$ cat src/rtl/junction_scheduler.sv
// Highway / country-road junction light scheduler: six-phase Moore FSM with a phase down-counter.
// Optional CR_EARLY_END_EN ends country-road green early once the road clears.
module junction_scheduler #(
  parameter int unsigned HW_MIN_GREEN = 16,
  parameter int unsigned CR_MAX_GREEN = 12,
  parameter int unsigned CR_MIN_GREEN = 4,
  parameter int unsigned YELLOW_TIME  = 3,
  parameter int unsigned ALLRED_TIME  = 2
) (
  input  logic       clk,
  input  logic       rst,
  input  logic       car_sensor,
  output logic       enable_highway,
  output logic       enable_countryroad,
  output logic       timeout,
  output logic [2:0] phase
);

  typedef enum logic [2:0] {
    HW_GREEN  = 3'd0,
    HW_YELLOW = 3'd1,
    RED1      = 3'd2,
    CR_GREEN  = 3'd3,
    CR_YELLOW = 3'd4,
    RED2      = 3'd5
  } state_t;

  localparam logic [7:0] HW_LOAD     = 8'(HW_MIN_GREEN - 1);
  localparam logic [7:0] CR_LOAD     = 8'(CR_MAX_GREEN - 1);
  localparam logic [7:0] YELLOW_LOAD = 8'(YELLOW_TIME - 1);
  localparam logic [7:0] ALLRED_LOAD = 8'(ALLRED_TIME - 1);
`ifdef CR_EARLY_END_EN
  // Counter value reached once CR_MIN_GREEN cycles of green have elapsed.
  localparam logic [7:0] CR_EARLY_LIMIT = 8'(CR_MAX_GREEN - CR_MIN_GREEN);
`endif

  state_t     state_q, state_d;
  logic [7:0] cnt_q, cnt_d;
  logic       req_q, req_d;
  logic       en_hw_q, en_hw_d;
  logic       en_cr_q, en_cr_d;
  logic       timeout_q, timeout_d;
  logic       cnt_zero;
  logic       entering;

  assign cnt_zero = (cnt_q == '0);

  always_comb begin
    state_d = state_q;
    case (state_q)
      HW_GREEN:  if (cnt_zero && req_q) state_d = HW_YELLOW;
      HW_YELLOW: if (cnt_zero) state_d = RED1;
      RED1:      if (cnt_zero) state_d = CR_GREEN;
`ifdef CR_EARLY_END_EN
      CR_GREEN:  if (cnt_zero || ((cnt_q <= CR_EARLY_LIMIT) && !car_sensor)) state_d = CR_YELLOW;
`else
      CR_GREEN:  if (cnt_zero) state_d = CR_YELLOW;
`endif
      CR_YELLOW: if (cnt_zero) state_d = RED2;
      RED2:      if (cnt_zero) state_d = HW_GREEN;
      default:   state_d = HW_GREEN;
    endcase
  end

  always_comb begin
    entering = (state_d != state_q);
    cnt_d    = cnt_zero ? '0 : (cnt_q - 8'd1);
    if (entering) begin
      case (state_d)
        HW_GREEN:            cnt_d = HW_LOAD;
        HW_YELLOW, CR_YELLOW: cnt_d = YELLOW_LOAD;
        RED1, RED2:          cnt_d = ALLRED_LOAD;
        CR_GREEN:            cnt_d = CR_LOAD;
        default:             cnt_d = HW_LOAD;
      endcase
    end

    // A car seen in the same cycle as the clear keeps the request pending.
    req_d = req_q;
    if (entering && (state_d == CR_GREEN)) req_d = 1'b0;
    if (car_sensor) req_d = 1'b1;

    en_hw_d   = (state_d == HW_GREEN) || (state_d == HW_YELLOW);
    en_cr_d   = (state_d == CR_GREEN) || (state_d == CR_YELLOW);
    timeout_d = entering;
  end

  always_ff @(posedge clk or posedge rst) begin
    if (rst) begin
      state_q   <= HW_GREEN;
      cnt_q     <= HW_LOAD;
      req_q     <= 1'b0;
      en_hw_q   <= 1'b1;
      en_cr_q   <= 1'b0;
      timeout_q <= 1'b0;
    end else begin
      state_q   <= state_d;
      cnt_q     <= cnt_d;
      req_q     <= req_d;
      en_hw_q   <= en_hw_d;
      en_cr_q   <= en_cr_d;
      timeout_q <= timeout_d;
    end
  end

  assign enable_highway     = en_hw_q;
  assign enable_countryroad = en_cr_q;
  assign timeout            = timeout_q;
  assign phase              = state_q;

endmodule

$ cat config.mk
export PLATFORM = sky130hd
export DESIGN_NAME = junction_scheduler
export DESIGN_NICKNAME = d
export VERILOG_FILES = /design/src/rtl/junction_scheduler.sv
export SDC_FILE = /design/constraint.sdc
export NUM_CORES = 1
export LEC_CHECK = 0
export ABC_AREA = 0
export BUFFER_PORTS_ARGS = -buffer_cell sky130_fd_sc_hd__clkbuf_2
export CORE_ASPECT_RATIO = 1.75
export CORE_MARGIN = 2
export CORE_UTILIZATION = 35
export DETAILED_ROUTE_END_ITERATION = 8
export PLACE_DENSITY_LB_ADDON = 0.3
export SETUP_SLACK_MARGIN = 0.3
export SYNTH_ARGS = -nofsm -noshare
export SYNTH_HDL_FRONTEND = slang
export SYNTH_SLANG_ARGS = --single-unit
$ cat constraint.sdc
create_clock -name clk -period 4.2 [get_ports clk]
set_input_delay 0.21 -clock clk [delete_from_list [all_inputs] [get_ports clk]]
set_output_delay 0.21 -clock clk [all_outputs]
set_load 0.005 [all_outputs]
=== Word-level counts from Yosys, hierarchy flattened ===
Index checks and enable logic that the tools add are counted.

* Bits in registers: 15
* Output and inout bits: 6

* Add/subtract/negate cells: 1
* Eq/ne operators: 11
* Muxes and demuxes: 12
* Reduce and logical (&&, ||, !) cells: 10

{| class="wikitable"
|+ Operators by type and width
! kind !! count
|-
| $mux W3 || 6
|-
| $pmux W3 S6 || 1
|-
| $mux W8 || 2
|-
| $eq A3 B2 Y1 const B || 4
|-
| $eq A3 B3 Y1 const B || 4
|-
| $pmux W4 S3 || 1
|-
| $logic_not A8 Y1 || 1
|-
| $sub A8 B1 Y8 const B || 1
|-
| $eq A3 B1 Y1 const B || 2
|-
| $logic_not A3 Y1 || 2
|-
| $reduce_or A2 Y1 || 2
|-
| $ne A3 B3 Y1 || 1
|-
| $logic_and A1 B1 Y1 || 2
|-
| $logic_or A1 B1 Y1 || 2
|-
| $mux W1 || 2
|-
| $reduce_bool A2 Y1 || 1
|}

=== Longest topological paths before layout ===
Gate-level depths: netlist (run 1).

* Depth after elaboration: 8
* Gate-level depth with buffers: 8
* Depth with buffers taken out: 6

=== Worst setup path after synthesis (run 1) ===
Ideal clock, no wire load.

* Path type: reg-to-reg
* Start: register cnt_q[0]
* End: register en_cr_q, in the netlist enable_countryroad
* Data arrival time: 1735 ps
* Required time: 4124 ps
* Path slack: 2388 ps
* Cell stages (with the launch flop): 8
* Buffers on the path: 1
* Period minus slack after synthesis: 1812 ps
* Cell sequence: dfstp_2 inv_1 ha_1 nor3b_2 and2_1 buf_6 or4_1 o21ai_1

* Word-level cells in the longest chain between the ends: 6

{| class="wikitable"
|+ Ends and longest elaborated chain
! what !! line !! text
|-
| start, declared || 38 || <nowiki>logic [7:0] cnt_q, cnt_d;</nowiki>
|-
| start signal, assigned || 98 || <nowiki>cnt_q <= cnt_d;</nowiki>
|-
| $logic_not A8 Y1 * || 46 || <nowiki>assign cnt_zero = (cnt_q == '0);</nowiki>
|-
| $logic_and A1 B1 Y1 || 51 || <nowiki>HW_GREEN: if (cnt_zero && req_q) state_d = HW_YELLOW;</nowiki>
|-
| $mux W3 || 51 ||
|-
| $pmux W3 S6 * || 50 || <nowiki>case (state_q)</nowiki>
|-
| $eq A3 B2 Y1 / $eq A3 B3 Y1 (equally long branches) || 84 || <nowiki>en_cr_d = (state_d == CR_GREEN) || (state_d == CR_YELLOW);</nowiki>
|-
| $logic_or A1 B1 Y1 * || 84 ||
|-
| net en_cr_d || 41 || <nowiki>logic en_cr_q, en_cr_d;</nowiki>
|-
| end signal, assigned || 101 || <nowiki>en_cr_q <= en_cr_d;</nowiki>
|-
| end, declared || 41 ||
|}

The timed path passes the listed nets; every way through them passes the cells marked *.
A chain may end at the register's enable or synchronous reset.

=== Final worst setup path (run 1) ===
* Start: register cnt_q[0]
* End: register cnt_q[1]

* Word-level cells in the longest chain between the ends: 8

{| class="wikitable"
|+ Ends and longest elaborated chain
! what !! line !! text
|-
| $logic_not A8 Y1 || 46 ||
|-
| $logic_and A1 B1 Y1 || 51 ||
|-
| $mux W3 || 51 ||
|-
| $pmux W3 S6 || 50 ||
|-
| $eq A3 B2 Y1 (tied with other cells) || 69 || <nowiki>case (state_d)</nowiki>
|-
| $reduce_or A2 Y1 || 69 ||
|-
| $pmux W4 S3 || 69 ||
|-
| $mux W8 * || 68 || <nowiki>if (entering) begin</nowiki>
|-
| net cnt_d[1] || 38 ||
|}

Marked as above.

==> results.tsv, run 1 <==
metric	value	unit
Critical Path RT	4390	ps
yosys synthesis warning count	0	
fin nets	93	
CTS Root Cell	clkbuf_8	
final WL	1586	um
Clock Latency Late Sink	250	ps
initial antenna violation count	0	
# IOs	9	
Setup WS pre-CTS	2181	ps
Initial Util	0.3704	
syn nets	85	
Fill cells	234	
final setup vio count	0	
layout cells sized above 1	0.2841	
global-route wire length before repair	2628	um
failing checks	negative hold slack	
vias post-DR	619	
drt wl/cell	14.04	um
Std-Cell Core Area	2273	um^2
pin count of the biggest net entering global routing	17	
Hold Fails Final Rpt	10	
postcts setup bufs	0	
Max Clock Skew	3.189	ps
Critical Path AT	2270	ps
hpwl dp	1175	um
Port Buffers	8	
Avg Cell Area, Syn	10.40	um^2
Worst Tran Pin Value	563.4	ps
Synth Area in XOR/XNOR	0.04160	
R2R Path Start	cnt_q[0]	
worst hold slack	-11.11	ps
area taken by multi-input logic gates	377.9	um^2
final period utilization	0.4965	
status	finished with violations	
leakage	0.3685	nW
total global routing overflow	0	
CTS tree	yes	
CP Capture Type	register	
post-synthesis compound-gate area fraction	0.1649	
setup slack after layout	2115	ps
n_diodes	0	
VDD IR-drop max	0.4025	mV
Synth Area in Simple Gates	0.2021	
Detailed Route Iter0 Violations	21	
synthesized instance count	81	
post-cts gate resize count	0	
Post-Syn Area	842.1	um^2
mux share of post-synthesis cell area	0.02526	
DR vias/cell	5.478	
Unique masters post-synth	37	
htree depth	1	
Hold Crit Class	in2async	
Vert. Die Dim	68.89	um
Synth Area in Adders	0.01486	
PD cells	726.9	nW/um^2
sequential area share after synthesis	0.4532	
largest family of logic cells by synthesized area	simple AND/OR/NAND/NOR gates	
Die Area	2830	um^2
Clock Tree Buf Depth	2	
DRT Pass-1 Iters	4	
GPL Wtd Cong	0.6784	
critical path class	reg2reg	
Post-Layout Cell Count	113	
DRC Markers	0	
Horiz. Die Dim	41.08	um
CP Launch Point	cnt_q[0]	
Setup crit start kind	register	
setup TNS	0	ps
Slew HR	0.6240	
Seq cells post-synth	15	
RSZ-0062 raised after global routing	false	
vias in the first global route	635	
Crit Path Max Fanout	16	
post-route ant nets	0	
max_cap viols	0	
area growth from synthesis to layout	6.241	%
min cycle time layout	2085	ps
Total GRT Usage	0.1406	
Inst Count DP	109	
TritonCTS Buffers	3	
std cell rows	23	
max-slew violations	0	
hold_buf cts	0	
clock-pin transition on the worst setup and hold timing paths	60	ps
Max Fclk	0.4795	GHz
FF/Latch Area	381.6	um^2
CTS sink cnt	15	
==> cells in the final DEF (no fill, tap or decap), drive strengths merged, types with 3 or more instances in the layout <==
cell and count:
nand3 3, inv 5, dfrtp 10, nor2 6, and2 3, a21oi 9, o21ai 3, clkbuf 12
nand2 7, dfstp 5
==> worst paths after layout <==
check / slack, ps / cells after the start / end
setup / recovery: 2110 / 6 / cnt_q[1]
hold / removal: -10 / 2 / phase[2]
setup reg to reg: 2110 / 6 / cnt_q[1]
hold reg to reg: 540 / 1 / req_q
max in group asynchronous: 3840 / 2 / cnt_q[3]
min in group clk: 140 / 2 / req_q
==> routing by layer <==
| metal | up-vias | share of wire | GRT usage |
|---|---|---|---|
| li1 | 302 | - | - |
| met1 | 304 | 0.39 | 0.1432 |
| met2 | 8 | 0.57 | 0.2461 |
| met3 | 5 | 0.011 | 0.01923 |
| met4 | 0 | 0.028 | 0.09167 |
| met5 | - | 0 | 0 |
==> cell usage after synthesis <==
master,number,area (um^2)
a211oi_2,1,12.51
a21o_1,1,7.510
a21oi_1,8,40.04
a21oi_2,1,8.760
a31oi_1,1,6.260
and2_0,1,6.260
and2_1,2,12.51
and4bb_2,1,12.51
buf_12,1,20.02
buf_6,2,22.52
clkbuf_4,1,7.510
clkbuf_8,1,13.76
dfrtp_1,10,250.2
dfstp_2,5,131.4
ha_1,1,12.51
inv_1,5,18.77
mux2_2,1,11.26
mux2i_1,1,10.01
nand2_1,7,26.28
nand3_1,3,15.01
nand4b_1,1,8.760
nor2_1,6,22.52
nor3_1,2,10.01
nor3b_2,1,12.51
nor4_4,1,21.27
o21ai_0,2,10.01
o21ai_1,1,5.000
o22a_1,1,8.760
o22a_2,1,10.01
o22ai_1,2,12.51
o31a_2,1,10.01
o31ai_1,1,7.510
or3_1,1,6.260
or4_1,1,7.510
or4_2,1,8.760
xnor2_1,2,17.52
xor2_1,2,17.52
==> flip-flops by register name (all words and copies together), names as in the netlist <==
register / count
timeout: 1
enable_countryroad: 1
req_q: 1
phase: 3
enable_highway: 1
cnt_q: 8
==> kinds of logic (layout without fill, tap and decap cells) <==
family / after synthesis / count (layout)
multiplexers: 2 / 2
AND/OR/NAND/NOR: 28 / 28
adder cells (fa/ha/maj): 1 / 1
flip-flops: 15 / 15
AO/OA/AOI/OAI: 21 / 21
buffers and inverters: 10 / 17
XOR/XNOR: 4 / 4
==> through the flow <==
step	instance area, um^2	util	hold slack (ps)	power (mW)
after CTS	894.6	0.3935	6.190	0.6554
after global placement	849.6	0.3737	274.7	0.5339
after floorplan	842.1	-	107.9	0.4938
final	894.6	0.3935	-11.11	0.6503
after detailed placement	849.6	0.3737	266.8	0.5364
after global routing	894.6	0.3935	65.69	0.6924
==> report_power, final <==
part / total (mW) / internal, mW / switching (mW)
sequential: 0.299 / 0.215 / 0.0836
clock: 0.116 / 0.0672 / 0.0486
combinational: 0.236 / 0.117 / 0.119
==> cell type report <==
cell class / instances / share of cell area
Tap cell: 25 / 0.03497
Timing Repair Buffer: 8 / 0.04476
Clock buffer: 4 / 0.05035
Multi-Input combinational cell: 56 / 0.4224
Inverter: 5 / 0.02098
Sequential cell: 15 / 0.4266
==> worst max-delay path, stage by stage (launching register included) <==
cell     delay (ps)
dfstp_2         370
inv_1            90
ha_1            270
nor3b_2         300
and2_1          520
mux2_2          400
nand2_1          70
Note: power is estimated with default switching activity, not from simulation.
==> run 2: changes to the inputs <==
==> constraint.sdc (replaced) <==
create_clock -name clk -period 2.2 [get_ports clk]
set_input_delay 0.11 -clock clk [delete_from_list [all_inputs] [get_ports clk]]
set_output_delay 0.11 -clock clk [all_outputs]
set_load 0.005 [all_outputs]
==> results.tsv, run 2 (same netlist as run 1, synthesis figures left out) <==
metric	value	unit
status	completed	
n_diodes	0	
CP Capture Type	register	
vias in the first global route	609	
DR vias/cell	5.287	
layout cells sized above 1	0.3222	
commonest cells after routing, fill and taps aside	dfrtp_1 (10), clkbuf_2 (8), nand2_1 (7), a21oi_1 (7), nor2_1 (6)	
Crit path buffers/inverters	1	
critical path class	reg2reg	
total global routing overflow	0	
reg2reg path depth	5	
RSZ-0062 raised after global routing	false	
hold path depth	2	
worst hold slack	42.07	ps
R2R setup slack	360	ps
crit path cell chain	inv_1, ha_2, nor3b_2, or4_2, a21oi_2	
clock-pin transition on the worst setup and hold timing paths	60	ps
max reg flops	8	
vias post-DR	608	
CTS Root Cell	clkbuf_8	
Worst Hold Launch	car_sensor	
Critical Path AT	2020	ps
Max Fclk	0.5426	GHz
Horiz. Die Dim	41.08	um
Total Power	1.264	mW
GPL Wtd Cong	0.6882	
Port Buffers	8	
hpwl dp	1155	um
FF/Latch Area	381.6	um^2
DRT Pass-1 Iters	4	
area growth from synthesis to layout	9.361	%
max_cap viols	0	
Largest stage delay, worst path	630	ps
Clock Tree Buf Depth	2	
# IOs	9	
Most flops, register	cnt_q	
postcts setup bufs	0	
Vert. Die Dim	68.89	um
htree depth	1	
Hold Fails Final Rpt	0	
final period utilization	0.8377	
global-route wire length before repair	2684	um
R2R Path Start	cnt_q[0]	
Worst Tran Pin Value	580.4	ps
initial antenna violation count	0	
final setup vio count	0	
Critical Path RT	2380	ps
Std-Cell Core Area	2273	um^2
most common cell after layout, fill and taps aside	dfrtp_1	
std cell rows	23	
Total GRT Usage	0.1442	
PD cells	1373	nW/um^2
CTS tree	yes	
final WL	1576	um
Detailed Route Iter0 Violations	8	
pin count of the biggest net entering global routing	17	
Crit Path Max Fanout	6	
min cycle time layout	1843	ps
Fill cells	224	
area taken by multi-input logic gates	386.6	um^2
drt wl/cell	13.70	um
Setup crit start kind	register	
setup TNS	0	ps
post-route ant nets	0	
Slew HR	0.6126	
Max Clock Skew	2.796	ps
Die Area	2830	um^2
Initial Util	0.3704	
final core occ	0.4051	
fin nets	95	
VDD IR-drop max	0.6207	mV
R2R Path End	cnt_q[5]	
critical-path cell with the highest stage delay	or4_2	
max-slew violations	0	
Hold EP	req_q	
Hold Crit Class	in2reg	
leakage	0.3786	nW
Clock Latency Late Sink	250	ps
DRC Markers	0	
CP top delay family	simple AND/OR/NAND/NOR gates	
TritonCTS Buffers	3	
CTS sink cnt	15	
[run 2: cell types whose count changed in the layout (fill, tap and decap cells not counted)]
cell / previous run / this run
a21oi_1: 8 / 7
and2_1: 2 / 1
and2_4: 0 / 1
dlygate4sd3_1: 0 / 1
buf_4: 0 / 1
ha_2: 0 / 1
ha_1: 1 / 0
a21oi_2: 1 / 2
[run 2: per-layer routing]
layer  global-route usage  part of all wire  wire, um  up-vias
met1               0.1550              0.39       615      289
met3              0.01923             0.018        28        5
met5                    0                 0         0        -
met2               0.2422              0.56       885        8
li1                     -                 -         -      306
met4               0.1000             0.030        47        0
[run 2: timing repair]
item                                    CTS  global route
endpoints found under the setup margin    9             3
hold buffers                              1             0
endpoints found under the hold margin    10             0
resized for setup                         2             2
[run 2: worst reg2reg max path, stage by stage, from the launching register on]
cell and delay (ps):
dfstp_2 540, inv_1 70, ha_2 220, nor3b_2 190, or4_2 630, a21oi_2 130
[run 2: metrics by stage]
step	instance area [um^2]	setup WS (ps)	std cells
after floorplan	842.1	388.3	81
after global placement	857.1	235.4	110
after detailed placement	857.1	175.0	110
after CTS	914.6	298.9	115
after global routing	920.9	300.9	115
final	920.9	357.1	115
[run 2: layout make-up]
type                       instances  share of cell area
timing repair buffer              10             0.06250
inverter                           5             0.02038
tap                               25             0.03397
multi-input combinational         56              0.4198
clock buffer                       4             0.04891
sequential                        15              0.4144
[run 2: where the power goes]
| group | leakage, nW | internal (mW) | switching [mW] |
|---|---|---|---|
| combinational | 0.178 | 0.243 | 0.229 |
| clock | 0.0228 | 0.128 | 0.0937 |
| sequential | 0.177 | 0.411 | 0.159 |
| total | 0.379 | 0.782 | 0.482 |
[run 2: worst max-delay path by stage]
stage / start / to / depth (start not counted)
floorplan: cnt_q[0] / enable_countryroad / 7
finish: cnt_q[0] / cnt_q[5] / 5
global route: cnt_q[0] / cnt_q[5] / 5
CTS: cnt_q[0] / cnt_q[5] / 5
detailed placement: cnt_q[0] / cnt_q[1] / 6
global placement: cnt_q[0] / cnt_q[1] / 6
==> run 3: changes to the inputs <==
--- a/config.mk
+++ b/config.mk
@@ -5,7 +5,7 @@
 export SDC_FILE = /design/constraint.sdc
 export NUM_CORES = 1
 export LEC_CHECK = 0
-export ABC_AREA = 0
+export ABC_AREA = 1
 export BUFFER_PORTS_ARGS = -buffer_cell sky130_fd_sc_hd__clkbuf_2
 export CORE_ASPECT_RATIO = 1.75
 export CORE_MARGIN = 2
==> constraint.sdc (replaced) <==
create_clock -name clk -period 1.6 [get_ports clk]
set_input_delay 0.08 -clock clk [delete_from_list [all_inputs] [get_ports clk]]
set_output_delay 0.08 -clock clk [all_outputs]
set_load 0.005 [all_outputs]
==> results.tsv, run 3 <==
metric	value	unit
status	finished with violations	
failing checks	negative hold slack	
Max Fclk	0.6864	GHz
Detailed Route Iter0 Violations	16	
DR vias/cell	5.115	
commonest cells after routing, fill and taps aside	nand2_1 (13), buf_4 (12), inv_1 (10), dfrtp_1 (10)	
fin nets	135	
CP Capture Type	register	
crit path cell chain	inv_2, ha_4, nand2_4, nor2_8, nand3_4, inv_4, nor2_4, nand2_4, o21ai_2	
setup slack after layout	143.2	ps
vias post-DR	798	
Setup crit start kind	register	
Max Clock Skew	1.411	ps
Die Area	3039	um^2
Total GRT Usage	0.1631	
drt wl/cell	14.31	um
CTS sink cnt	15	
Crit Path Max Fanout	7	
Vert. Die Dim	71.44	um
critical-path cell with the highest stage delay	dfstp_2	
Port Buffers	8	
max reg flops	8	
Post-Syn Area	909.6	um^2
RSZ-0062 raised after global routing	true	
final setup vio count	0	
clock-pin transition on the worst setup and hold timing paths	60	ps
Total Power	2.178	mW
hold path depth	2	
n_diodes	0	
sequential area share after synthesis	0.4195	
Unique masters post-synth	28	
top_reg_cell synth	dfrtp_1	
VDD IR-drop max	0.8238	mV
Avg Cell Area, Syn	8.746	um^2
max_cap viols	0	
most frequent cell after synthesis	nand2_1	
Slew HR	0.5995	
std cell rows	24	
hpwl dp	1514	um
initial antenna violation count	0	
final WL	2232	um
critical path class	reg2reg	
Async S/R FF share, synth	1.000	
Horiz. Die Dim	42.54	um
pin count of the biggest net entering global routing	16	
Initial Util	0.3650	
Fill cells	222	
total global routing overflow	0	
Hold Crit Class	in2reg	
TritonCTS Buffers	3	
Std-Cell Core Area	2492	um^2
FF/Latch Area	381.6	um^2
Largest stage delay, worst path	530	ps
Worst Tran Pin Value	600.1	ps
htree depth	1	
area taken by multi-input logic gates	580.6	um^2
DRT Pass-1 Iters	4	
syn nets	108	
layout cells sized above 1	0.5231	
dominant cells by area after synthesis	dfrtp_1 (28%), dfstp_2 (14%), nand2_4 (7.4%), nand2_1 (5.8%), nand3_1 (5.5%)	
worst hold slack	-0.3702	ps
DRC Markers	0	
Top cell by count, worst path	nand2_4	
Critical Path AT	1650	ps
CTS tree	yes	
Clock Tree Buf Depth	2	
Critical Path RT	1790	ps
GPL Wtd Cong	0.7784	
critical path depth	9	
vias in the first global route	813	
Crit path buffers/inverters	2	
final period utilization	0.9105	
top cells by count, synth	nand2_1 (14), inv_1 (12), dfrtp_1 (10), nand3_1 (10), nor2_1 (10)	
share of the synthesized area in the top cell type	0.2751	
Most flops, register	cnt_q	
area growth from synthesis to layout	40.03	%
CP top delay family	flip-flops	
Inst Count DP	140	
CTS Root Cell	clkbuf_8	
Post-synth EDFFs	0	
post-route ant nets	0	
reg2reg path depth	9	
max-slew violations	0	
leakage	0.6449	nW
synthesized instance count	104	
Post-Layout Cell Count	156	
Setup WS pre-CTS	62.77	ps
# IOs	9	
min cycle time layout	1457	ps
leading area contributor after synthesis	dfrtp_1	
Seq cells post-synth	15	
PD cells	1710	nW/um^2
global-route wire length before repair	3670	um
most common cell after layout, fill and taps aside	nand2_1	
yosys synthesis warning count	0	
setup TNS	0	ps
Hold Fails Final Rpt	1	
Clock Latency Late Sink	250	ps
-- run 3: kinds of logic after synthesis --
| kind of cell | after synthesis | synth area share |
|---|---|---|
| AO/OA/AOI/OAI | 8 | 0.05227 |
| XOR/XNOR | 5 | 0.04814 |
| adder cells (fa/ha/maj) | 1 | 0.01375 |
| buffers and inverters | 16 | 0.07014 |
| flip-flops | 15 | 0.4195 |
| AND/OR/NAND/NOR | 59 | 0.3961 |
-- run 3: worst paths after layout --
| check | from | endpoint | slack (ps) |
|---|---|---|---|
| max | cnt_q[1] | cnt_q[2] | 140 |
| min | car_sensor | req_q | -0.4 |
| max reg2reg | cnt_q[1] | cnt_q[2] | 140 |
| min reg2reg | req_q | req_q | 470 |
| max in group asynchronous | rst | cnt_q[4] | 790 |
| min in group asynchronous | rst | phase[1] | 420 |
-- run 3: through the flow --
stage / area (um^2) / util
after floorplan: 949.7 / -
after detailed placement: 1040 / 0.4172
final: 1274 / 0.5110
after CTS: 1152 / 0.4623
after global placement: 1040 / 0.4172
after global routing: 1274 / 0.5110
-- run 3: per-layer routing --
metal	track usage	part of all wire
met5	0	0
met3	0.02267	0.022
met2	0.3094	0.57
met1	0.1712	0.36
met4	0.07292	0.047
-- run 3: cell type report --
class                      instances  area share
inverter                          15     0.04813
timing repair buffer              23      0.1346
clock buffer                       3     0.03242
sequential                        15      0.2996
clock inverter                     1    0.003929
tap                               26     0.02554
multi-input combinational         73      0.4558
-- run 3: power by group --
part	switching [mW]	internal, mW
Combinational	0.663	0.492
Sequential	0.140	0.569
Clock	0.141	0.173
-- run 3: timing repair --
item	in CTS	in global routing
pin swaps	3	7
hold endpoints to repair	10	0
setup buffers	4	7
gates resized for setup	5	14
endpoints found under the setup margin	15	15
cloned	0	0
hold buffers	1	0
